<file path="config.mk">
export PLATFORM = sky130hd
export DESIGN_NAME = tick_period_meter_flat
export DESIGN_NICKNAME = d
export VERILOG_FILES = /design/src/rtl/tick_period_meter_pkg.sv /design/src/rtl/tick_period_meter_if.sv /design/src/rtl/tick_period_meter_edge_det.sv /design/src/rtl/tick_period_meter.sv /design/src/flat_wrapper.sv
export SDC_FILE = /design/constraint.sdc
export NUM_CORES = 1
export LEC_CHECK = 0
export ABC_CLOCK_PERIOD_IN_PS = 3820
export CAP_MARGIN = 20
export CORE_MARGIN = 1.5
export CORE_UTILIZATION = 50
export DETAILED_ROUTE_END_ITERATION = 10
export HOLD_SLACK_MARGIN = 0.08
export PLACE_DENSITY = 0.8
export SLEW_MARGIN = 20
export SYNTH_ARGS = -nofsm -noshare
export SYNTH_HDL_FRONTEND = slang
export SYNTH_SLANG_ARGS = --single-unit
</file>
<file path="constraint.sdc">
create_clock -name i_clk -period 3.82 [get_ports i_clk]
set_clock_uncertainty 0.1 [all_clocks]
set_input_delay 0.382 -clock i_clk [delete_from_list [all_inputs] [get_ports i_clk]]
set_output_delay 0.382 -clock i_clk [all_outputs]
set_load 0.05 [all_outputs]
</file>
<file path="src/rtl/tick_period_meter_pkg.sv">
// rtl/tick_period_meter_pkg.sv - shared types and sizing helpers for the tick period meter
package tick_period_meter_pkg;

    typedef enum logic [1:0] {
        ST_IDLE    = 2'd0,
        ST_MEASURE = 2'd1,
        ST_TIMEOUT = 2'd2
    } state_t;

    localparam int LOCK_COUNT_DEFAULT = 4;

    // Width of a counter able to hold 0..lock_count inclusive.
    function automatic int match_cnt_width(input int lock_count);
        return (lock_count < 1) ? 1 : $clog2(lock_count + 1);
    endfunction

    localparam int MCW = match_cnt_width(LOCK_COUNT_DEFAULT);

endpackage

</file>
<file path="src/rtl/tick_period_meter_if.sv">
// rtl/tick_period_meter_if.sv - tick input and measurement result bundle
interface tick_period_meter_if #(
    parameter int W = 32
);
    logic         i_en;
    logic         i_tick;
    logic [W-1:0] o_period;
    logic [W-1:0] o_high;
    logic         o_valid;
    logic         o_timeout;
    logic         o_locked;

    modport master (
        output i_en, i_tick,
        input  o_period, o_high, o_valid, o_timeout, o_locked
    );

    modport slave (
        input  i_en, i_tick,
        output o_period, o_high, o_valid, o_timeout, o_locked
    );
endinterface

</file>
<file path="src/rtl/tick_period_meter_edge_det.sv">
// rtl/tick_period_meter_edge_det.sv - registered rising-edge detector for a clock-synchronous tick
module tick_edge_det (
    input  logic i_clk,
    input  logic i_rst,
    input  logic i_tick,
    output logic o_rise
);
    logic tick_q;

    always_ff @(posedge i_clk or posedge i_rst) begin
        if (i_rst) begin
            tick_q <= 1'b0;
        end else begin
            tick_q <= i_tick;
        end
    end

    assign o_rise = i_tick & ~tick_q;
endmodule

</file>
<file path="src/rtl/tick_period_meter.sv">
// rtl/tick_period_meter.sv - recovers period, high time, timeout and lock of a divided tick
module tick_period_meter
    import tick_period_meter_pkg::*;
#(
    parameter int W          = 32,
    parameter int MAX_PERIOD = 1000000,
    parameter int LOCK_COUNT = 4,
    parameter int TOL        = 0
) (
    input  logic                 i_clk,
    input  logic                 i_rst,
    tick_period_meter_if.slave   bus
);
    localparam int            MCWL   = match_cnt_width(LOCK_COUNT);
    localparam logic [W-1:0]  MAXP   = W'(MAX_PERIOD);
    localparam logic [W-1:0]  TOLV   = W'(TOL);
    localparam logic [MCWL-1:0] LOCK_M = MCWL'(LOCK_COUNT);

    state_t          state, state_n;
    logic            rise;
    logic [W-1:0]    cnt, hcnt, prev, diff;
    logic [MCWL-1:0] match_cnt, mc_next;
    logic            have_prev;
    logic            match;
    logic [W-1:0]    period_r, high_r;
    logic            valid_r, timeout_r, locked_r;

    tick_edge_det u_edge (
        .i_clk  (i_clk),
        .i_rst  (i_rst),
        .i_tick (bus.i_tick),
        .o_rise (rise)
    );

    always_ff @(posedge i_clk or posedge i_rst) begin
        if (i_rst) begin
            state <= ST_IDLE;
        end else begin
            state <= state_n;
        end
    end

    always_comb begin
        state_n = state;
        case (state)
            ST_IDLE:    if (rise) state_n = ST_MEASURE;
            ST_MEASURE: if (!rise && cnt == MAXP) state_n = ST_TIMEOUT;
            ST_TIMEOUT: if (rise) state_n = ST_MEASURE;
            default:    state_n = ST_IDLE;
        endcase
        if (!bus.i_en) state_n = ST_IDLE;
    end

    always_comb begin
        diff    = (cnt >= prev) ? (cnt - prev) : (prev - cnt);
        match   = (diff <= TOLV);
        mc_next = (match_cnt >= LOCK_M) ? LOCK_M : match_cnt + MCWL'(1);
    end

    always_ff @(posedge i_clk or posedge i_rst) begin
        if (i_rst) begin
            cnt       <= '0;
            hcnt      <= '0;
            prev      <= '0;
            match_cnt <= '0;
            have_prev <= 1'b0;
            period_r  <= '0;
            high_r    <= '0;
            valid_r   <= 1'b0;
            timeout_r <= 1'b0;
            locked_r  <= 1'b0;
        end else begin
            valid_r <= 1'b0;
            if (!bus.i_en) begin
                cnt       <= '0;
                hcnt      <= '0;
                match_cnt <= '0;
                have_prev <= 1'b0;
                timeout_r <= 1'b0;
                locked_r  <= 1'b0;
            end else begin
                case (state)
                    ST_IDLE: begin
                        if (rise) begin
                            cnt  <= W'(1);
                            hcnt <= W'(1);
                        end
                    end
                    ST_MEASURE: begin
                        if (rise) begin
                            period_r  <= cnt;
                            high_r    <= hcnt;
                            valid_r   <= 1'b1;
                            cnt       <= W'(1);
                            hcnt      <= W'(1);
                            prev      <= cnt;
                            have_prev <= 1'b1;
                            // The first period after a restart only seeds prev.
                            if (have_prev) begin
                                if (match) begin
                                    match_cnt <= mc_next;
                                    if (mc_next == LOCK_M) locked_r <= 1'b1;
                                end else begin
                                    match_cnt <= '0;
                                    locked_r  <= 1'b0;
                                end
                            end
                        end else begin
                            cnt  <= cnt + W'(1);
                            hcnt <= hcnt + W'(bus.i_tick);
                            if (cnt == MAXP) begin
                                timeout_r <= 1'b1;
                                locked_r  <= 1'b0;
                                match_cnt <= '0;
                                have_prev <= 1'b0;
                            end
                        end
                    end
                    ST_TIMEOUT: begin
                        if (rise) begin
                            cnt       <= W'(1);
                            hcnt      <= W'(1);
                            timeout_r <= 1'b0;
                        end
                    end
                    default: begin
                        cnt  <= '0;
                        hcnt <= '0;
                    end
                endcase
            end
        end
    end

    assign bus.o_period  = period_r;
    assign bus.o_high    = high_r;
    assign bus.o_valid   = valid_r;
    assign bus.o_timeout = timeout_r;
    assign bus.o_locked  = locked_r;
endmodule

</file>
<file path="src/flat_wrapper.sv">
// flat-port wrapper written by rule: the top's interface ports become plain ports
module tick_period_meter_flat import tick_period_meter_pkg::*;
#(
    parameter int W          = 32,
    parameter int MAX_PERIOD = 1000000,
    parameter int LOCK_COUNT = 4,
    parameter int TOL        = 0
)
  (i_clk, i_rst, bus_i_en, bus_i_tick, bus_o_period, bus_o_high, bus_o_valid, bus_o_timeout, bus_o_locked);
  tick_period_meter_if #(.W(W)) bus_i ();
  input  logic i_clk;
  input  logic i_rst;
  input wire logic [$bits(bus_i.i_en)-1:0] bus_i_en;
  input wire logic [$bits(bus_i.i_tick)-1:0] bus_i_tick;
  output wire logic [$bits(bus_i.o_period)-1:0] bus_o_period;
  output wire logic [$bits(bus_i.o_high)-1:0] bus_o_high;
  output wire logic [$bits(bus_i.o_valid)-1:0] bus_o_valid;
  output wire logic [$bits(bus_i.o_timeout)-1:0] bus_o_timeout;
  output wire logic [$bits(bus_i.o_locked)-1:0] bus_o_locked;
  assign bus_i.i_en = bus_i_en;
  assign bus_i.i_tick = bus_i_tick;
  assign bus_o_period = bus_i.o_period;
  assign bus_o_high = bus_i.o_high;
  assign bus_o_valid = bus_i.o_valid;
  assign bus_o_timeout = bus_i.o_timeout;
  assign bus_o_locked = bus_i.o_locked;
  tick_period_meter #(.W(W), .MAX_PERIOD(MAX_PERIOD), .LOCK_COUNT(LOCK_COUNT), .TOL(TOL)) u_core (.i_clk(i_clk), .i_rst(i_rst), .bus(bus_i));
endmodule
</file>
==> impl_metrics.csv, run 1 <==
group,metric,value,unit
outcome,status,"complete, no violations",
timing,setup_tns,0,ps
yosys,synthArstFlopShare,100,%
run,maxCapViolations,0,
die,dieArea,0.0215,mm2
timing,relSlewSlack,36.6,%
timing,timing.final.crit_period,3750,ps
clock_tree,clk_latency,430,ps
drt,firstDrtPassIters,5,
die,pin_count,71,
drt,drtAntennaViolNets,0,
clock_tree,path_clk_slew,70,ps
drt,routed_wl,36600,um
power,leakagePower,5.72,nW
die,initial_core_util,51.0,%
min_path,whs_path_depth,1,
yosys,synth_nets,1296,
min_path,min_from,"u_core.have_prev",
timing,fmax,267,MHz
grt,grt_usage,34.3,%
yosys,netlist.area_leader.share,33.5,%
yosys,yosysWarnings,0,
timing,max_slew.worst_pin.slew,949,ps
yosys,yosys-top-cells-area,"dfrtp_1 33%, ha_1 8.4%, o21ai_0 4.3%, a21oi_1 4.2%, nand2_1 4.2%",
yosys,synth.most_common_cell,"dfrtp_1",
final_layout,final_nets,1495,
place,gp_congestion,0.979,
worst_setup_path,cp-end-kind,"flip-flop",
timing,min_period_over_period,98.1,%
timing,fin_hold_ws,379,ps
yosys,synth_edf_count,0,
worst_setup_path,cp-start-kind,"flip-flop",
final_layout,stdcell_count,1705,
yosys,yosysSeqAreaShare,33.5,%
min_path,hold_end,"u_core.have_prev",
clock_tree,cts_buffers,17,
clock_tree,clockBufferDepth,2,
clock_tree,htreeDepth,4,
drt,wire_per_inst,21.5,um
worst_setup_path,r2r_cells,13,
die,design.core.area,0.0202,mm2
grt,grt_pass1_wl,57100,um
worst_setup_path,worst_ep_arrival_time,3980,ps
timing,finalHoldViolCount,0,
die,rows,52,
yosys,synth_area,0.0103,mm2
final_layout,area_growth_syn_to_layout,26.4,%
place,port_buffers,70,
min_path,worstHoldPathType,"flip-flop to flip-flop",
yosys,postSynthCellCount,1223,
clock_tree,cts.sinks,138,
yosys,ys_ff_latch,138,
drt,via_per_inst,6.08,
clock_tree,cts_tree,"built",
place,dp_cells,1672,
drt,drt_iter0_drc,1056,
clock_tree,clock-root-buffer,"clkbuf_16",
grt,grt_antenna_before_repair,0,
final_layout,drive_above_1_share,20.9,%
grt,grt_pass1_vias,10200,
worst_setup_path,cp_max_fo,5,
yosys,synth_ff_type,"dfrtp_1",
worst_setup_path,worstSetupPathType,"flip-flop to flip-flop",
drt,vias,10400,
worst_setup_path,required,4060,ps
yosys,synth_commonest_cells,"138 x dfrtp_1, 115 x nand2_1, 106 x nor2_1",
power,peakVddDrop,366,uV
yosys,synthDistinctLibCells,80,
final_layout,antennaDiodeCount,0,
grt,grt_max_degree,67,
power,powerDensity,494,mW/mm2
die,die_y,147,um
clock_tree,ctsHoldBuffers,0,
drt,drc,0,
worst_setup_path,regToRegStartpoint,"u_core.prev[7]",
grt,grt_overflow_total,0,
yosys,synth_area_per_cell,8.44,um2
worst_setup_path,rr_endpoint,"u_core.bus.o_locked",
die,fp.dieW,147,um
timing,setup_viol,0,
timing,slew_violations,0,
worst_setup_path,rrSetupSlack,70,ps
place,dpl.hpwl,28700,um
yosys,yosysTopAreaCell,"dfrtp_1",
critical path, stage by stage, from the launching register on:
cell and delay, ps:
dfrtp_1 360, inv_1 60, ha_1 340, buf_4 180
a21oi_1 290, o21ai_0 220, a22oi_1 310, nand3_2 200
a211oi_2 250, xnor2_1 80, or4b_1 530, o31ai_2 270
o2111ai_2 240, a21oi_1 210
cells by family (layout without fill, tap and decap cells):
kind of cell | count (synthesis) | after routing | share of synthesized area [%]
XOR/XNOR | 80 | 80 | 6.79
AND/OR/NAND/NOR | 418 | 418 | 19.8
adder cells (fa/ha/maj) | 69 | 69 | 8.37
multiplexers | 44 | 44 | 4.69
flip-flops | 138 | 138 | 33.5
AO/OA/AOI/OAI | 329 | 329 | 20.7
buffers and inverters | 145 | 357 | 6.18
through the flow:
step	setup slack (ps)	area (um2)	util [%]	power, mW
floorplan	293	10300	-	3.50
global placement	-26.3	12400	61.1	4.66
detailed placement	-43.8	12400	61.1	4.64
CTS	14.7	12900	64.0	6.33
global route	-15.3	13000	64.5	6.71
finish	72.4	13000	64.5	6.44
timing repair:
item                                    4_1_cts  5_1_grt
endpoints found under the setup margin        4        4
buffers inserted                              0        1
cloned                                        0        0
gates resized for setup                       1       23
endpoints found under the hold margin         0        0
pin swaps                                     0        5
report_power, final:
part	switching, mW	internal, mW	leakage, nW
logic	1.94	1.19	3.57
clock network	0.763	0.927	0.279
registers	0.0697	1.55	1.88
total	2.78	3.66	5.72
per-layer routing:
layer / vias up / GRT usage [%] / part of all wire (%)
met3: 94 / 5.03 / 7.4
li1: 4734 / - / -
met5: - / 0 / 0
met1: 4983 / 47.5 / 44
met4: 0 / 12.2 / 3.4
met2: 550 / 54.7 / 45
cell type report:
class | count | area (um2)
Tap cell | 270 | 338
Timing Repair Buffer | 239 | 2020
Fill cell | 1590 | 7190
Multi-Input combinational cell | 940 | 6330
Inverter | 86 | 327
Clock inverter | 14 | 149
Sequential cell | 138 | 3450
Clock buffer | 18 | 429
registers in the layout (all words and copies together) (netlist names):
register / cells
u_core.bus.o_high: 32
u_core.bus.o_locked: 1
u_core.bus.o_timeout: 1
u_core.bus.o_valid: 1
u_core.cnt: 32
u_core.have_prev: 1
u_core.hcnt: 32
u_core.match_cnt: 3
u_core.prev: 32
u_core.state: 2
u_core.u_edge.tick_q: 1
how the worst max path moves through the flow:
stage | startpoint | endpoint | slack [ps] | cells past startpoint
2_1_floorplan | u_core.prev[16] | u_core.bus.o_locked | 290 | 13
3_3_place_gp | u_core.prev[6] | u_core.bus.o_locked | -30 | 14
3_5_place_dp | u_core.prev[6] | u_core.match_cnt[2] | -40 | 14
4_1_cts | u_core.prev[22] | u_core.match_cnt[2] | 10 | 12
5_1_grt | u_core.prev[5] | u_core.match_cnt[1] | -20 | 13
6_report | u_core.prev[7] | u_core.bus.o_locked | 70 | 13
cell usage in the layout (no fill, tap or decap), drive strengths merged, types with 15 or more instances in the layout:
cell type        n
a21o            16
o21ai           98
dfrtp          138
nor3            26
clkbuf          18
mux2            35
nor2           108
nand2          119
xor2            35
xnor2           45
or3             18
buf            169
clkdlybuf4s50   70
a21oi           95
nand4           30
inv             95
ha              69
nor4            15
nand3           41
No activity file was read; power rests on OpenSTA's default activity.
==> inputs of run 2 (changes only) <==
ABC_CLOCK_PERIOD_IN_PS = unset   (was 3820)
TNS_END_PERCENT = 5   (was unset)
==> results of run 2 <==
Final layout, timing and power as in run 1 (identical DEF).
==> inputs of run 3 (changes only) <==
GPL_ROUTABILITY_DRIVEN = 0   (was unset)
SKIP_CTS_REPAIR_TIMING = 1   (was unset)
==> run 3 against run 2 <==
  * Sequential power barely moved
  * Sequential share of layout area rose by 2.2 points
  * Combinational power fell by 14%
  * First-iteration DRC count rose by 36%
  * Highest routed layer unchanged
  * Clock power barely moved
  * Cell area fell by 7.7%
  * Global-route usage fell by 4.8 points
  * Die area did not move
  * Critical endpoint is now u_core.match_cnt[1]
  * Power fell by 6.6%
==> impl_metrics.csv, run 3 (synthesis gave the netlist of run 1 again) <==
group,metric,value,unit
worst_setup_path,worst_ep_arrival_time,4050,ps
timing,worst_slack,10.8,ps
clock_tree,cts_tree,"built",
final_layout,postLayoutCoreUtil,59.5,%
power,peakVddDrop,327,uV
worst_setup_path,path_depth,12,
drt,via_per_inst,6.32,
clock_tree,clk_latency,430,ps
drt,drtAntennaViolNets,0,
timing,max_slew.worst_pin.slew,801,ps
run,maxCapViolations,0,
place,port_buffers,70,
final_layout,stdcell_area,0.0120,mm2
timing,min_period_over_period,99.7,%
worst_setup_path,crit_end,"u_core.match_cnt[1]",
power,comb_power_share,44.9,%
worst_setup_path,crit_path_start,"u_core.cnt[18]",
power,finalPower,6.02,mW
clock_tree,path_clk_slew,60,ps
worst_setup_path,rrSetupSlack,10,ps
power,switching_power,2.59,mW
power,leakagePower,5.07,nW
place,dpl_cell_area,0.0114,mm2
die,initial_core_util,51.0,%
final_layout,fill_cells,1729,
timing,slew_violations,0,
clock_tree,cts.sinks,138,
final_layout,final_common_cell,"dfrtp_1",
timing,setup_tns,0,ps
worst_setup_path,cp-start-kind,"flip-flop",
power,intPower,3.43,mW
place,dpl.hpwl,23000,um
final_layout,area_growth_syn_to_layout,16.7,%
drt,drc,0,
worst_setup_path,r2r_cells,12,
timing,relSlewSlack,46.5,%
place,place_ws,105,ps
drt,routed_wl,31500,um
grt,grt_antenna_before_repair,0,
clock_tree,cts_buffers,17,
outcome,status,"complete, no violations",
die,pin_count,71,
grt,grt_max_degree,80,
final_layout,antennaDiodeCount,0,
die,rows,52,
die,dieArea,0.0215,mm2
worst_setup_path,critPathBufInv,1,
grt,grt_usage,29.5,%
clock_tree,clock-root-buffer,"clkbuf_16",
drt,firstDrtPassIters,8,
power,powerDensity,500,mW/mm2
worst_setup_path,regToRegStartpoint,"u_core.cnt[18]",
die,fp.dieW,147,um
clock_tree,clockBufferDepth,2,
worst_setup_path,required,4060,ps
worst_setup_path,cp_top_family,"compound AO/OA/AOI/OAI gates",
drt,vias,9965,
final_layout,drive_above_1_share,13.2,%
min_path,worstHoldPathType,"input pin to async pin",
timing,finalHoldViolCount,0,
drt,wire_per_inst,20.0,um
worst_setup_path,cpPeakStageDelay,560,ps
worst_setup_path,path_cells,"inv_1 -> ha_1 -> a21o_1 -> a31o_2 -> a21oi_2 -> nand3_2 -> a211oi_2 -> xnor2_1 -> or4b_1 -> o31ai_2 -> o2111ai_2 -> o22ai_1",
clock_tree,htreeDepth,4,
timing,setup_viol,0,
worst_setup_path,crit_slowest_cell,"or4b_1",
timing,fmax,263,MHz
power,clkPwrFrac,28.0,%
worst_setup_path,worstSetupPathType,"flip-flop to flip-flop",
die,design.core.area,0.0202,mm2
grt,grt_pass1_vias,9635,
worst_setup_path,rr_endpoint,"u_core.match_cnt[1]",
final_layout,final_nets,1366,
timing,timing.final.crit_period,3810,ps
power,power_frac_seq,27.1,%
final_layout,layout_common_cells,"138 x dfrtp_1, 114 x nand2_1, 106 x nor2_1, 88 x o21ai_0, 84 x a21oi_1",
die,die_y,147,um
grt,grt_overflow_total,0,
drt,drt_iter0_drc,1437,
worst_setup_path,cp-end-kind,"flip-flop",
grt,grt_pass1_wl,50600,um
power,power.share.switching,43.0,%
worst_setup_path,cp_max_fo,5,
-- run 3: changes by cell type in the layout (fill, tap and decap cells not counted), sizes merged --
cell      delta
clkbuf       +2
buf        -129
bufinv       +1
clkinv       +4
inv          -8
clkinvlp     +1
-- run 3: cell type report --
class / count / area [um2] / area share (%)
Clock buffer: 20 / 447 / 3.71
Inverter: 86 / 327 / 2.71
Clock inverter: 12 / 140 / 1.16
Sequential cell: 138 / 3450 / 28.7
Tap cell: 270 / 338 / 2.80
Multi-Input combinational cell: 940 / 6330 / 52.5
Timing Repair Buffer: 110 / 1010 / 8.41
-- run 3: worst reg2reg max path: stages (launching register included) --
cell	delay [ps]
dfrtp_1	490
inv_1	190
ha_1	290
a21o_1	290
a31o_2	330
a21oi_2	180
nand3_2	210
a211oi_2	260
xnor2_1	90
or4b_1	560
o31ai_2	300
o2111ai_2	230
o22ai_1	200
-- run 3: through the flow --
stage	instances	hold WS (ps)
3_5_place_dp	1543	367
3_3_place_gp	1543	358
5_1_grt	1576	386
2_1_floorplan	1223	313
4_1_cts	1575	336
6_report	1576	308
-- run 3: power by group through the flow --
stage / logic [mW] / registers (mW) / clock network [mW]
finish: 2.70 / 1.63 / 1.69
CTS: 2.54 / 1.63 / 1.70
global route: 2.85 / 1.64 / 1.78
floorplan: 1.57 / 1.93 / 0
global placement: 2.50 / 1.65 / 0
detailed placement: 2.51 / 1.66 / 0
-- run 3: worst min-delay path by stage --
stage	startpoint	end	slack, ps	cells after the start
floorplan	bus_i_tick	u_core.u_edge.tick_q	310	0
global placement	u_core.have_prev	u_core.have_prev	360	1
detailed placement	u_core.have_prev	u_core.have_prev	370	1
CTS	i_rst	u_core.bus.o_high[27]	340	2
global route	i_rst	u_core.bus.o_high[27]	390	2
finish	i_rst	u_core.bus.o_high[27]	310	2
-- run 3: per-layer routing --
| metal | up-vias | share of wire (%) | wire (um) | global-route usage [%] |
|---|---|---|---|---|
| li1 | 4467 | - | - | - |
| met1 | 4653 | 40 | 12500 | 38.3 |
| met2 | 653 | 44 | 13800 | 45.7 |
| met3 | 192 | 10 | 3160 | 6.19 |
| met4 | 0 | 6.4 | 2000 | 16.6 |
| met5 | - | 0 | 0 | 0 |
